===== src/rtl/demand_detector_pkg.sv =====
// Shared definitions for the loop-detector front end: light colours, boolean
// constants, per-channel call states and a small saturating-increment helper.
package demand_detector_pkg;

    typedef enum logic [1:0] {
        RED    = 2'd0,
        GREEN  = 2'd1,
        YELLOW = 2'd2,
        FLASH  = 2'd3
    } color;

    localparam logic TRUE  = 1'b1;
    localparam logic FALSE = 1'b0;

    typedef enum logic [1:0] {
        IDLE    = 2'd0,
        ARMING  = 2'd1,
        DEMAND  = 2'd2,
        SERVING = 2'd3
    } chan_state_t;

    function automatic logic [3:0] sat_inc4(input logic [3:0] v, input logic [3:0] lim);
        return (v >= lim) ? lim : v + 4'd1;
    endfunction

endpackage


===== src/rtl/demand_detector_channel.sv =====
// One detector channel: debounces its loop, latches a call and releases it once served.
// Optional stuck-loop detection is built when STUCK_DETECT_EN is defined.
module demand_channel
    import demand_detector_pkg::*;
#(
    parameter int DEBOUNCE_CYC = 2,
    parameter int MIN_SERVE    = 3,
    parameter int STUCK_CYC    = 240
) (
    input  logic Clock,
    input  logic Reset,
    input  logic Loop,
    input  color L,
    output logic S,
    output logic Fault
);

    localparam logic [3:0] DEB = 4'(DEBOUNCE_CYC);
    localparam logic [3:0] MS  = 4'(MIN_SERVE);

    chan_state_t state;
    logic [3:0]  dcnt;
    logic [3:0]  scnt;
    logic [3:0]  scnt_inc;
    logic        stuck_nxt;

    assign scnt_inc = sat_inc4(scnt, MS);

`ifdef STUCK_DETECT_EN
    logic [7:0] run;
    logic [7:0] run_inc;

    assign run_inc   = (run == 8'hFF) ? run : run + 8'd1;
    // Fault holds only while the loop stays high; a single low sample clears it.
    assign stuck_nxt = Loop && (Fault || (int'(run_inc) >= STUCK_CYC));

    always_ff @(posedge Clock or posedge Reset) begin
        if (Reset) begin
            run   <= 8'd0;
            Fault <= FALSE;
        end else begin
            run   <= Loop ? run_inc : 8'd0;
            Fault <= stuck_nxt;
        end
    end
`else
    assign stuck_nxt = FALSE;
    assign Fault     = FALSE;
`endif

    always_ff @(posedge Clock or posedge Reset) begin
        if (Reset) begin
            state <= IDLE;
            dcnt  <= 4'd0;
            scnt  <= 4'd0;
            S     <= FALSE;
        end else if (L == FLASH) begin
            state <= IDLE;
            dcnt  <= 4'd0;
            scnt  <= 4'd0;
            S     <= FALSE;
        end else begin
            // Default output tracks the current call; transitions below override it.
            S <= stuck_nxt | (state == DEMAND) | (state == SERVING);
            case (state)
                IDLE: begin
                    if (Loop) begin
                        if (DEB == 4'd1) begin
                            state <= DEMAND;
                            S     <= TRUE;
                        end else begin
                            state <= ARMING;
                            dcnt  <= 4'd1;
                        end
                    end
                end
                ARMING: begin
                    if (!Loop) begin
                        state <= IDLE;
                        dcnt  <= 4'd0;
                    end else if (dcnt + 4'd1 == DEB) begin
                        state <= DEMAND;
                        dcnt  <= 4'd0;
                        S     <= TRUE;
                    end else begin
                        dcnt <= dcnt + 4'd1;
                    end
                end
                DEMAND: begin
                    if (L == GREEN) begin
                        state <= SERVING;
                        scnt  <= 4'd1;
                    end
                end
                SERVING: begin
                    if (L == GREEN) begin
                        if (scnt_inc == MS && !Loop) begin
                            state <= IDLE;
                            scnt  <= 4'd0;
                            S     <= stuck_nxt;
                        end else begin
                            scnt <= scnt_inc;
                        end
                    end else if (scnt < MS || Loop) begin
                        // Green ended too early or traffic is still waiting: re-call.
                        state <= DEMAND;
                        scnt  <= 4'd0;
                    end else begin
                        state <= IDLE;
                        scnt  <= 4'd0;
                        S     <= stuck_nxt;
                    end
                end
                default: state <= IDLE;
            endcase
        end
    end

endmodule


===== src/rtl/demand_detector.sv =====
// Three-channel loop-detector front end producing the controller's S1..S3 calls.
// Define STUCK_DETECT_EN to build per-channel stuck-loop detection (Fault outputs).
module demand_detector
    import demand_detector_pkg::*;
#(
    parameter int DEBOUNCE_CYC = 2,
    parameter int MIN_SERVE    = 3,
    parameter int STUCK_CYC    = 240
) (
    input  logic       Clock,
    input  logic       Reset,
    input  logic       Loop1,
    input  logic       Loop2,
    input  logic       Loop3,
    input  color       L1,
    input  color       L2,
    input  color       L3,
    output logic       S1,
    output logic       S2,
    output logic       S3,
    output logic [2:0] Fault
);

    // Channel 1 is 4th Ave; channels 2 and 3 are the Harrison approaches.
    demand_channel #(
        .DEBOUNCE_CYC(DEBOUNCE_CYC),
        .MIN_SERVE   (MIN_SERVE),
        .STUCK_CYC   (STUCK_CYC)
    ) u_ch1 (
        .Clock(Clock),
        .Reset(Reset),
        .Loop (Loop1),
        .L    (L1),
        .S    (S1),
        .Fault(Fault[0])
    );

    demand_channel #(
        .DEBOUNCE_CYC(DEBOUNCE_CYC),
        .MIN_SERVE   (MIN_SERVE),
        .STUCK_CYC   (STUCK_CYC)
    ) u_ch2 (
        .Clock(Clock),
        .Reset(Reset),
        .Loop (Loop2),
        .L    (L2),
        .S    (S2),
        .Fault(Fault[1])
    );

    demand_channel #(
        .DEBOUNCE_CYC(DEBOUNCE_CYC),
        .MIN_SERVE   (MIN_SERVE),
        .STUCK_CYC   (STUCK_CYC)
    ) u_ch3 (
        .Clock(Clock),
        .Reset(Reset),
        .Loop (Loop3),
        .L    (L3),
        .S    (S3),
        .Fault(Fault[2])
    );

endmodule


===== config.mk =====
export PLATFORM = sky130hd
export DESIGN_NAME = demand_detector
export DESIGN_NICKNAME = d
export VERILOG_FILES = /design/src/rtl/demand_detector_pkg.sv /design/src/rtl/demand_detector_channel.sv /design/src/rtl/demand_detector.sv
export SDC_FILE = /design/constraint.sdc
export NUM_CORES = 1
export LEC_CHECK = 0
export ABC_CLOCK_PERIOD_IN_PS = 3700
export CAP_MARGIN = 40
export CORE_ASPECT_RATIO = 1.2
export CORE_MARGIN = 3
export CORE_UTILIZATION = 64
export CTS_BUF_LIST = sky130_fd_sc_hd__clkbuf_8
export DETAILED_ROUTE_END_ITERATION = 12
export HOLD_SLACK_MARGIN = 0.05
export PLACE_DENSITY_LB_ADDON = 0.2
export RECOVER_POWER = 25
export SETUP_SLACK_MARGIN = 0.3
export SLEW_MARGIN = 5
export SYNTH_ARGS = -nofsm -noshare
export SYNTH_HDL_FRONTEND = slang
export SYNTH_SLANG_ARGS = --single-unit

===== constraint.sdc =====
create_clock -name Clock -period 3.7 [get_ports Clock]
set_input_delay 1.11 -clock Clock [delete_from_list [all_inputs] [get_ports Clock]]
set_output_delay 1.11 -clock Clock [all_outputs]
set_load 0.05 [all_outputs]

Yosys cells after proc, flatten, opt, wreduce, memory -nomap -nowiden
Cells that the tools add are included.
Word-level totals
  word-level logic and storage cells: 168
  bits of input ports: 11
  register bits after elaboration: 33
Operators by class
  magnitude comparators: 6
  eq/ne operators: 33
  mux-type cells: 81
  reductions and logical operators: 27
  bitwise operators: 3
  add/subtract/negate cells: 6
Operator list (number)
  $mux 4: 27
  $mux 2: 24
  $pmux 4 s2: 6
  $add 4x1->4 const B: 6
  $eq 4x2->1 const B: 6
  $pmux 2 s4: 3
  $eq 2x2->1 const B: 9
  $mux 1: 18
  $ne 3x2->1 const B: 6
  $reduce_bool 3->1: 6
  $eq 2x1->1 const B: 6
  $ge 4x2->1 const B: 3
  $lt 4x2->1 const B: 3
  $ne 4x2->1 const B: 3
  $ne 4x3->1 const B: 3
  $reduce_and 2->1: 6
  $reduce_and 4->1: 3
  $logic_not 2->1: 3
  $pmux 1 s2: 3
  $logic_and 1x1->1: 3
  $logic_not 1->1: 3
  $logic_or 1x1->1: 3
  $or 1x1->1: 3

Logic depth before layout (Yosys ltp)
Gate-level depths: netlist of the first run.
  depth in word-level cells: 8
  mapped depth: 7
  mapped depth without buffers: 7

Cells and area by module
A second synthesis of the first run with hierarchy kept.
Unflattened totals
  cell total of the unflattened synthesis: 228
  area total of the unflattened synthesis: 2030.7 µm²
By module, submodules not included
  demand_channel (u_ch1): seq. area each 275.3 µm², area an instance 703.2 µm², instances 1, cells each 80
  demand_channel (u_ch2): seq. area each 275.3 µm², area an instance 670.6 µm², instances 1, cells each 77
  demand_channel (u_ch3): seq. area each 275.3 µm², area an instance 656.9 µm², instances 1, cells each 71

Worst setup path before layout of the first run
OpenSTA, ideal clock, no wires.
  path kind: in2reg
  start point: input L3[1]
  end point: register u_ch3.state[0]
  setup time: 73 ps
  data required time: 3627 ps
  arrival: 1982 ps
  setup slack: 1645 ps
  path buffers: 0
  stages: 5
  cell sequence: and2b_1 nand3_2 or3_4 nand2_2 a2bb2oi_2
On the way
  word-level cells in the longest chain between the ends: 4
  elaborated cells between the ends (all ways): 10
  those cells by class: 6 x eq/ne; 3 x mux; 1 x reduce/logical
Ends and longest elaborated chain
  start: declaration: RTL line demand_detector.sv:17  | input color L3,
  $eq 2x1->1: RTL line demand_detector_channel.sv:90, demand_detector_channel.sv:96
  $mux 2: RTL line demand_detector_channel.sv:96  | if (L == GREEN) begin
  $pmux 2 s4: RTL line demand_detector_channel.sv:65  | case (state)
  $mux 2: RTL line demand_detector_channel.sv:57  | end else if (L == FLASH) begin
  end signal: assignment: RTL line demand_detector_channel.sv:58  | state <= IDLE;
  end signal: assignment: RTL line demand_detector_channel.sv:91  | state <= SERVING;
  end signal: assignment: RTL line demand_detector_channel.sv:98  | state <= IDLE;
  end: declaration: RTL line demand_detector_channel.sv:21  | chan_state_t state;
Several ways; a longest one is shown, not always the timed one.
A chain may end at the register's enable or synchronous reset.

==> impl_metrics.yaml, run 1 <==
finish:
  stdcell_count: 277
  filler_cell_count: 213
  antenna_cells: 0
  post-route-util_pct: 76.3
  most-common-layout-cells: "33 x sky130_fd_sc_hd__dfrtp_1, 26 x sky130_fd_sc_hd__o21ai_0, 20 x sky130_fd_sc_hd__nor2_1, 19 x sky130_fd_sc_hd__nand2_1"
  finalNetCount: 263
  layout-area-overhead-vs-synth_pct: 9.82
  final_layout_size_suffix_gt1_share_pct: 6.58
  total_area_of_sequential_cells_um2: 826
  multi_input_comb_area_um2: 1110
  mostFrequentLayoutCell: "sky130_fd_sc_hd__dfrtp_1"
synthesis:
  yosys.cell_types.count: 50
  synth-main-ff-cell: "sky130_fd_sc_hd__dfrtp_1"
  yosys_warnings: 0
  synth_seq_area_share_pct: 40.8
  asyncSetResetFlopFracSynth_pct: 100
  mappedNetlistArea_um2: 2030
  synth-seq-cells: 33
  syn_inst: 231
  post_synth.cell_area_avg_um2: 8.77
  synth_edf_count: 0
worst_setup_path:
  critical-path-slowest-cell: "sky130_fd_sc_hd__clkbuf_1"
  cp_cell_sequence: "clkdlybuf4s50_1 > inv_1 > clkbuf_1"
  end_kind: "async pin"
  critical_path_required_time_ns: 3.77
  crit_fanout: 33
  worstSetupPathType: "in2async"
  critical_path.top_delay_family: "buffers and inverters"
  timing.critical_path.from_type: "input port"
  crit_buf_inv: 3
  critical_path.max_stage_delay_ns: 1.23
  worst_ep_arrival_time_ns: 2.79
sta:
  unrepaired_setup_endpoints_after_global_routing: "no"
  setup_viol_count_final: 0
  post_route_skew_ns: 0.00839
  slew_headroom_pct: -13.7
  fin_crit_ns: 2.72
  finalHoldViolations: 0
  max_slew.worst_pin.slew_ns: 1.71
  final-max-slew-violation-count: 34
  maxClockFrequency_mhz: 368
  final_min_period_over_clock_period_pct: 73.5
  fin_tns_setup_ns: 0
die:
  design.die.area_um2: 3880
  core_area_um2: 2920
  num_rows: 21
  die_height_um: 67.6
  floorplan.initialDensity_pct: 69.5
  die_width_um: 57.4
  io_pins: 17
global_route:
  grt_use_met3_pct: 4.21
  number_of_global_route_vias_before_repair: 1553
  grt_first_pass_wirelength_um: 6620
  grt_antenna_before_repair: 0
  groute.usage.overall_pct: 22.0
  global_route.peak_usage_layer: "met2"
  globalRouteMet2Util_pct: 35.9
  grt_overflow_total: 0
  largest_net_degree_at_the_start_of_global_routing: 34
  met1_track_usage_gr_pct: 27.4
detailed_routing:
  finalWirelength_um: 3940
  detail_route.drc_violations: 0
  drtAntennaViolNets: 0
  avgViaCountPerCell: 6.23
  first_pass_iters: 4
  routedWlPerCell_um: 14.2
  detailroute.via_count: 1725
  dr.first_iter.drc_count: 64
min_path:
  hold_class: "reg2reg"
power:
  finalPower_w: 0.00135
  power_density_nw_per_um2: 605
  leakagePower_nw: 1.01
  vdd.ir_drop.worst_mv: 0.579
clock_tree:
  ctsRootBufferMaster: "sky130_fd_sc_hd__clkbuf_8"
  cts_tree: "done"
  cts-htree-levels: 2
  longest_clk_path_bufs: 2
  tritoncts.num_buffers: 5
  cts_hold_buf: 0
  cts_sinks: 33
  clk_transition_reported_paths_ns: 0.06
  post_cts_resized: 0
  post_cts_buffers: 0
  clock_latency_ns: 0.28
status:
  result_of_the_run: "complete, but fails checks"
  violations_in_the_final_reports: "max-capacitance violations, max-slew violations"
run:
  max-cap-violations: 1
place:
  dp_cells: 270
  port_buffers: 13
  gpl.final_weighted_congestion: 0.885
  post-dp-hpwl_um: 2780
-- state kept, by name (all words and copies together) (netlist names) --
signal       flops
u_ch1.dcnt       4
u_ch1.scnt       4
u_ch2.dcnt       4
u_ch2.scnt       4
u_ch3.dcnt       4
u_ch3.scnt       4
u_ch1.state      2
u_ch2.state      2
u_ch3.state      2
u_ch1.S          1
u_ch2.S          1
u_ch3.S          1
-- cells by family (layout without fill, tap and decap cells) --
kind of cell    count (synthesis)  count (layout)  synth area share (%)
compound gates                 61              61                  18.7
xor+xnor                        1               1                 0.432
fa+ha+maj                       9               9                  5.56
buf+inv                        19              29                  5.00
flops                          33              33                  40.8
mux                             2               2                  1.05
other cells                     1               3                 0.185
simple gates                  105             105                  28.3
-- final timing paths --
kind | end | depth (start not counted) | slack (ns) | start
worst max-delay path | u_ch2.scnt[1] | 3 | 0.98 | Reset
worst min register to register | u_ch2.scnt[1] | 2 | 0.52 | u_ch2.scnt[1]
max in group Clock | S3 | 1 | 1.18 | u_ch3.S
worst max register to register | u_ch3.S | 6 | 2.07 | u_ch3.dcnt[0]
min in group asynchronous | u_ch3.dcnt[1] | 3 | 1.73 | Reset
worst min-delay path | u_ch2.scnt[1] | 2 | 0.52 | u_ch2.scnt[1]
-- worst register-to-register path: stages (launching register included) --
cell	delay, ns
sky130_fd_sc_hd__dfrtp_1	0.44
sky130_fd_sc_hd__ha_1	0.27
sky130_fd_sc_hd__and2_1	0.15
sky130_fd_sc_hd__a21oi_1	0.07
sky130_fd_sc_hd__o21ai_1	0.29
sky130_fd_sc_hd__nand3_1	0.15
sky130_fd_sc_hd__o2bb2ai_1	0.16
-- synth_stat cells, types with 2 or more instances --
master | count | area, µm²
sky130_fd_sc_hd__inv_1 | 8 | 30.0
sky130_fd_sc_hd__o21ai_0 | 26 | 130
sky130_fd_sc_hd__nand2_1 | 19 | 71.3
sky130_fd_sc_hd__dfrtp_1 | 33 | 826
sky130_fd_sc_hd__nor2_1 | 20 | 75.1
sky130_fd_sc_hd__nand3_1 | 13 | 65.1
sky130_fd_sc_hd__nand2b_1 | 7 | 43.8
sky130_fd_sc_hd__buf_4 | 3 | 22.5
sky130_fd_sc_hd__and3_1 | 11 | 68.8
sky130_fd_sc_hd__buf_6 | 2 | 22.5
sky130_fd_sc_hd__o21ai_1 | 2 | 10.0
sky130_fd_sc_hd__nor3_1 | 4 | 20.0
sky130_fd_sc_hd__buf_2 | 3 | 15.0
sky130_fd_sc_hd__nand4_1 | 2 | 12.5
sky130_fd_sc_hd__clkbuf_1 | 3 | 11.3
sky130_fd_sc_hd__a22o_1 | 2 | 17.5
sky130_fd_sc_hd__o211ai_1 | 3 | 22.5
sky130_fd_sc_hd__and2_1 | 5 | 31.3
sky130_fd_sc_hd__a211oi_1 | 3 | 22.5
sky130_fd_sc_hd__o2bb2ai_1 | 2 | 17.5
sky130_fd_sc_hd__nor2b_1 | 3 | 18.8
sky130_fd_sc_hd__a21oi_1 | 8 | 40.0
sky130_fd_sc_hd__nand3b_1 | 6 | 45.0
sky130_fd_sc_hd__o31ai_1 | 3 | 22.5
sky130_fd_sc_hd__ha_1 | 9 | 113
sky130_fd_sc_hd__nor3_2 | 2 | 20.0
sky130_fd_sc_hd__nor4_1 | 3 | 18.8
sky130_fd_sc_hd__a31oi_1 | 4 | 25.0
-- layout make-up --
cell class | count | area share, %
sequential | 33 | 37.1
tap | 34 | 1.91
inverter | 8 | 1.35
clock buffer | 6 | 3.71
timing repair buffer | 14 | 6.02
multi-input combinational | 181 | 49.7
clock inverter | 1 | 0.169
-- where the power goes --
part           internal [W]  switching (W)  total (W)
Combinational      0.000208       0.000275   0.000483
Sequential         0.000447       0.000151   0.000598
Clock              0.000145       0.000121   0.000265
-- per-stage QoR --
| stage | hold WS, ns | worst slack (ns) | instance area, µm² |
|---|---|---|---|
| final | 0.523 | 0.982 | 2220 |
| after global routing | 0.530 | 0.665 | 2220 |
| after CTS | 0.513 | 1.16 | 2230 |
| after detailed placement | 0.491 | 1.01 | 2140 |
| after global placement | 0.484 | 1.08 | 2140 |
| after floorplan | 0.456 | 1.65 | 2030 |
-- layer usage --
| metal | routed length, µm | vias up |
|---|---|---|
| met5 | 0 | - |
| met4 | 48 | 0 |
| met3 | 178 | 6 |
| met2 | 1950 | 54 |
| met1 | 1770 | 819 |
| li1 | - | 846 |
(Power assumes the default switching activity.)
==> run 2, diff against run 1 <==
--- a/config.mk
+++ b/config.mk
@@ -5,11 +5,11 @@
 export SDC_FILE = /design/constraint.sdc
 export NUM_CORES = 1
 export LEC_CHECK = 0
-export ABC_CLOCK_PERIOD_IN_PS = 3700
+export ABC_CLOCK_PERIOD_IN_PS = 2300
 export CAP_MARGIN = 40
 export CORE_ASPECT_RATIO = 1.2
 export CORE_MARGIN = 3
-export CORE_UTILIZATION = 64
+export CORE_UTILIZATION = 54
 export CTS_BUF_LIST = sky130_fd_sc_hd__clkbuf_8
 export DETAILED_ROUTE_END_ITERATION = 12
 export HOLD_SLACK_MARGIN = 0.05
==> constraint.sdc (replaced) <==
create_clock -name Clock -period 2.3 [get_ports Clock]
set_input_delay 0.69 -clock Clock [delete_from_list [all_inputs] [get_ports Clock]]
set_output_delay 0.69 -clock Clock [all_outputs]
set_load 0.05 [all_outputs]
==> impl_metrics.yaml, run 2 (synthesis results as in run 1) <==
finish:
  most-common-layout-cells: "33 x sky130_fd_sc_hd__dfrtp_1, 26 x sky130_fd_sc_hd__o21ai_0, 20 x sky130_fd_sc_hd__nor2_1, 19 x sky130_fd_sc_hd__nand2_1, 13 x sky130_fd_sc_hd__nand3_1"
  final_layout_size_suffix_gt1_share_pct: 10.1
  post-route-cell-area_um2: 2310
  finalNetCount: 267
  layout-area-overhead-vs-synth_pct: 14.2
  antenna_cells: 0
  mostFrequentLayoutCell: "sky130_fd_sc_hd__dfrtp_1"
  stdcell_count: 298
power:
  vdd.ir_drop.worst_mv: 0.502
  leakagePower_nw: 1.06
  finalPower_w: 0.00226
  power_density_nw_per_um2: 975
detailed_routing:
  detailroute.via_count: 1656
  finalWirelength_um: 3670
  first_pass_iters: 4
  drtAntennaViolNets: 0
  dr.first_iter.drc_count: 108
  routedWlPerCell_um: 12.3
  avgViaCountPerCell: 5.56
  detail_route.drc_violations: 0
clock_tree:
  clock_latency_ns: 0.28
  cts_hold_buf: 0
  longest_clk_path_bufs: 2
  cts_tree: "done"
  ctsRootBufferMaster: "sky130_fd_sc_hd__clkbuf_8"
  cts_sinks: 33
  cts-htree-levels: 2
  clk_transition_reported_paths_ns: 0.07
  tritoncts.num_buffers: 5
  post_cts_resized: 3
  post_cts_buffers: 0
sta:
  unrepaired_setup_endpoints_after_global_routing: "no"
  maxClockFrequency_mhz: 524
  final-max-slew-violation-count: 0
  fin_tns_setup_ns: 0
  final.setup.worst_slack_ns: 0.392
  slew_headroom_pct: 47.6
  finalHoldViolations: 0
  setup_viol_count_final: 0
  post_route_skew_ns: 0.00607
  max_slew.worst_pin.slew_ns: 0.787
  final_min_period_over_clock_period_pct: 83.0
  fin_crit_ns: 1.91
die:
  io_pins: 17
  floorplan.initialDensity_pct: 58.2
  die_height_um: 73.1
  design.die.area_um2: 4530
  core_area_um2: 3480
  die_width_um: 61.9
  num_rows: 23
status:
  result_of_the_run: "complete, no violations"
place:
  placement.setup.worst_slack_ns: 0.0985
  placedInstanceArea_um2: 2190
  gpl.final_weighted_congestion: 0.823
  port_buffers: 13
  dp_cells: 290
  post-dp-hpwl_um: 2680
worst_setup_path:
  worst_ep_arrival_time_ns: 2.08
  worstSetupPathType: "in2reg"
  timing.critical_path.from_type: "input port"
  end_kind: "register"
  critical_path_required_time_ns: 2.47
  crit_fanout: 6
global_route:
  largest_net_degree_at_the_start_of_global_routing: 34
  number_of_global_route_vias_before_repair: 1563
  groute.usage.overall_pct: 18.7
  grt_overflow_total: 0
  grt_antenna_before_repair: 0
  grt_first_pass_wirelength_um: 6530
min_path:
  hold_class: "reg2reg"
run:
  max-cap-violations: 0
run 2: worst max-delay path: stages:
cell and delay (ns):
sky130_fd_sc_hd__clkdlybuf4s50_1 0.47, sky130_fd_sc_hd__nor2b_1 0.18, sky130_fd_sc_hd__and3_1 0.19, sky130_fd_sc_hd__a31oi_2 0.21
sky130_fd_sc_hd__o211ai_1 0.13, sky130_fd_sc_hd__a22o_1 0.20
run 2: path summary, 6_finish.rpt:
kind / slack (ns) / end / cells after the start / start
worst min register to register: 0.50 / u_ch1.dcnt[3] / 1 / u_ch1.dcnt[3]
worst max-delay path: 0.39 / u_ch1.state[1] / 6 / L1[0]
worst max register to register: 0.68 / u_ch3.S / 6 / u_ch3.scnt[0]
max in group asynchronous: 0.73 / u_ch2.S / 3 / Reset
worst min-delay path: 0.50 / u_ch1.dcnt[3] / 1 / u_ch1.dcnt[3]
min in group asynchronous: 1.07 / u_ch1.S / 3 / Reset
run 2: per-layer routing:
metal	up-vias	global-route usage [%]	routed length (µm)
met2	28	29.0	1710
met3	4	4.25	100
met5	-	0	0
li1	857	-	-
met1	767	26.2	1830
met4	0	4.72	27
run 2: area by class of cell:
class                           count  area, µm²
Fill cell                         279       1170
Clock buffer                        5       68.8
Multi-Input combinational cell    181       1120
Tap cell                           50       62.6
Sequential cell                    33        826
Timing Repair Buffer               18        164
Clock inverter                      3       46.3
Inverter                            8       30.0
run 2: power breakdown:
| part | switching [W] | internal [W] | total [W] |
|---|---|---|---|
| sequential | 0.000233 | 0.000718 | 0.000951 |
| combinational | 0.000440 | 0.000323 | 0.000762 |
| clock | 0.000218 | 0.000324 | 0.000542 |
run 2: metrics by stage:
stage,hold WS (ns),utilization [%]
floorplan,0.456,-
finish,0.503,66.4
global placement,0.485,63.0
global route,0.545,66.4
detailed placement,0.498,63.0
CTS,0.510,66.2
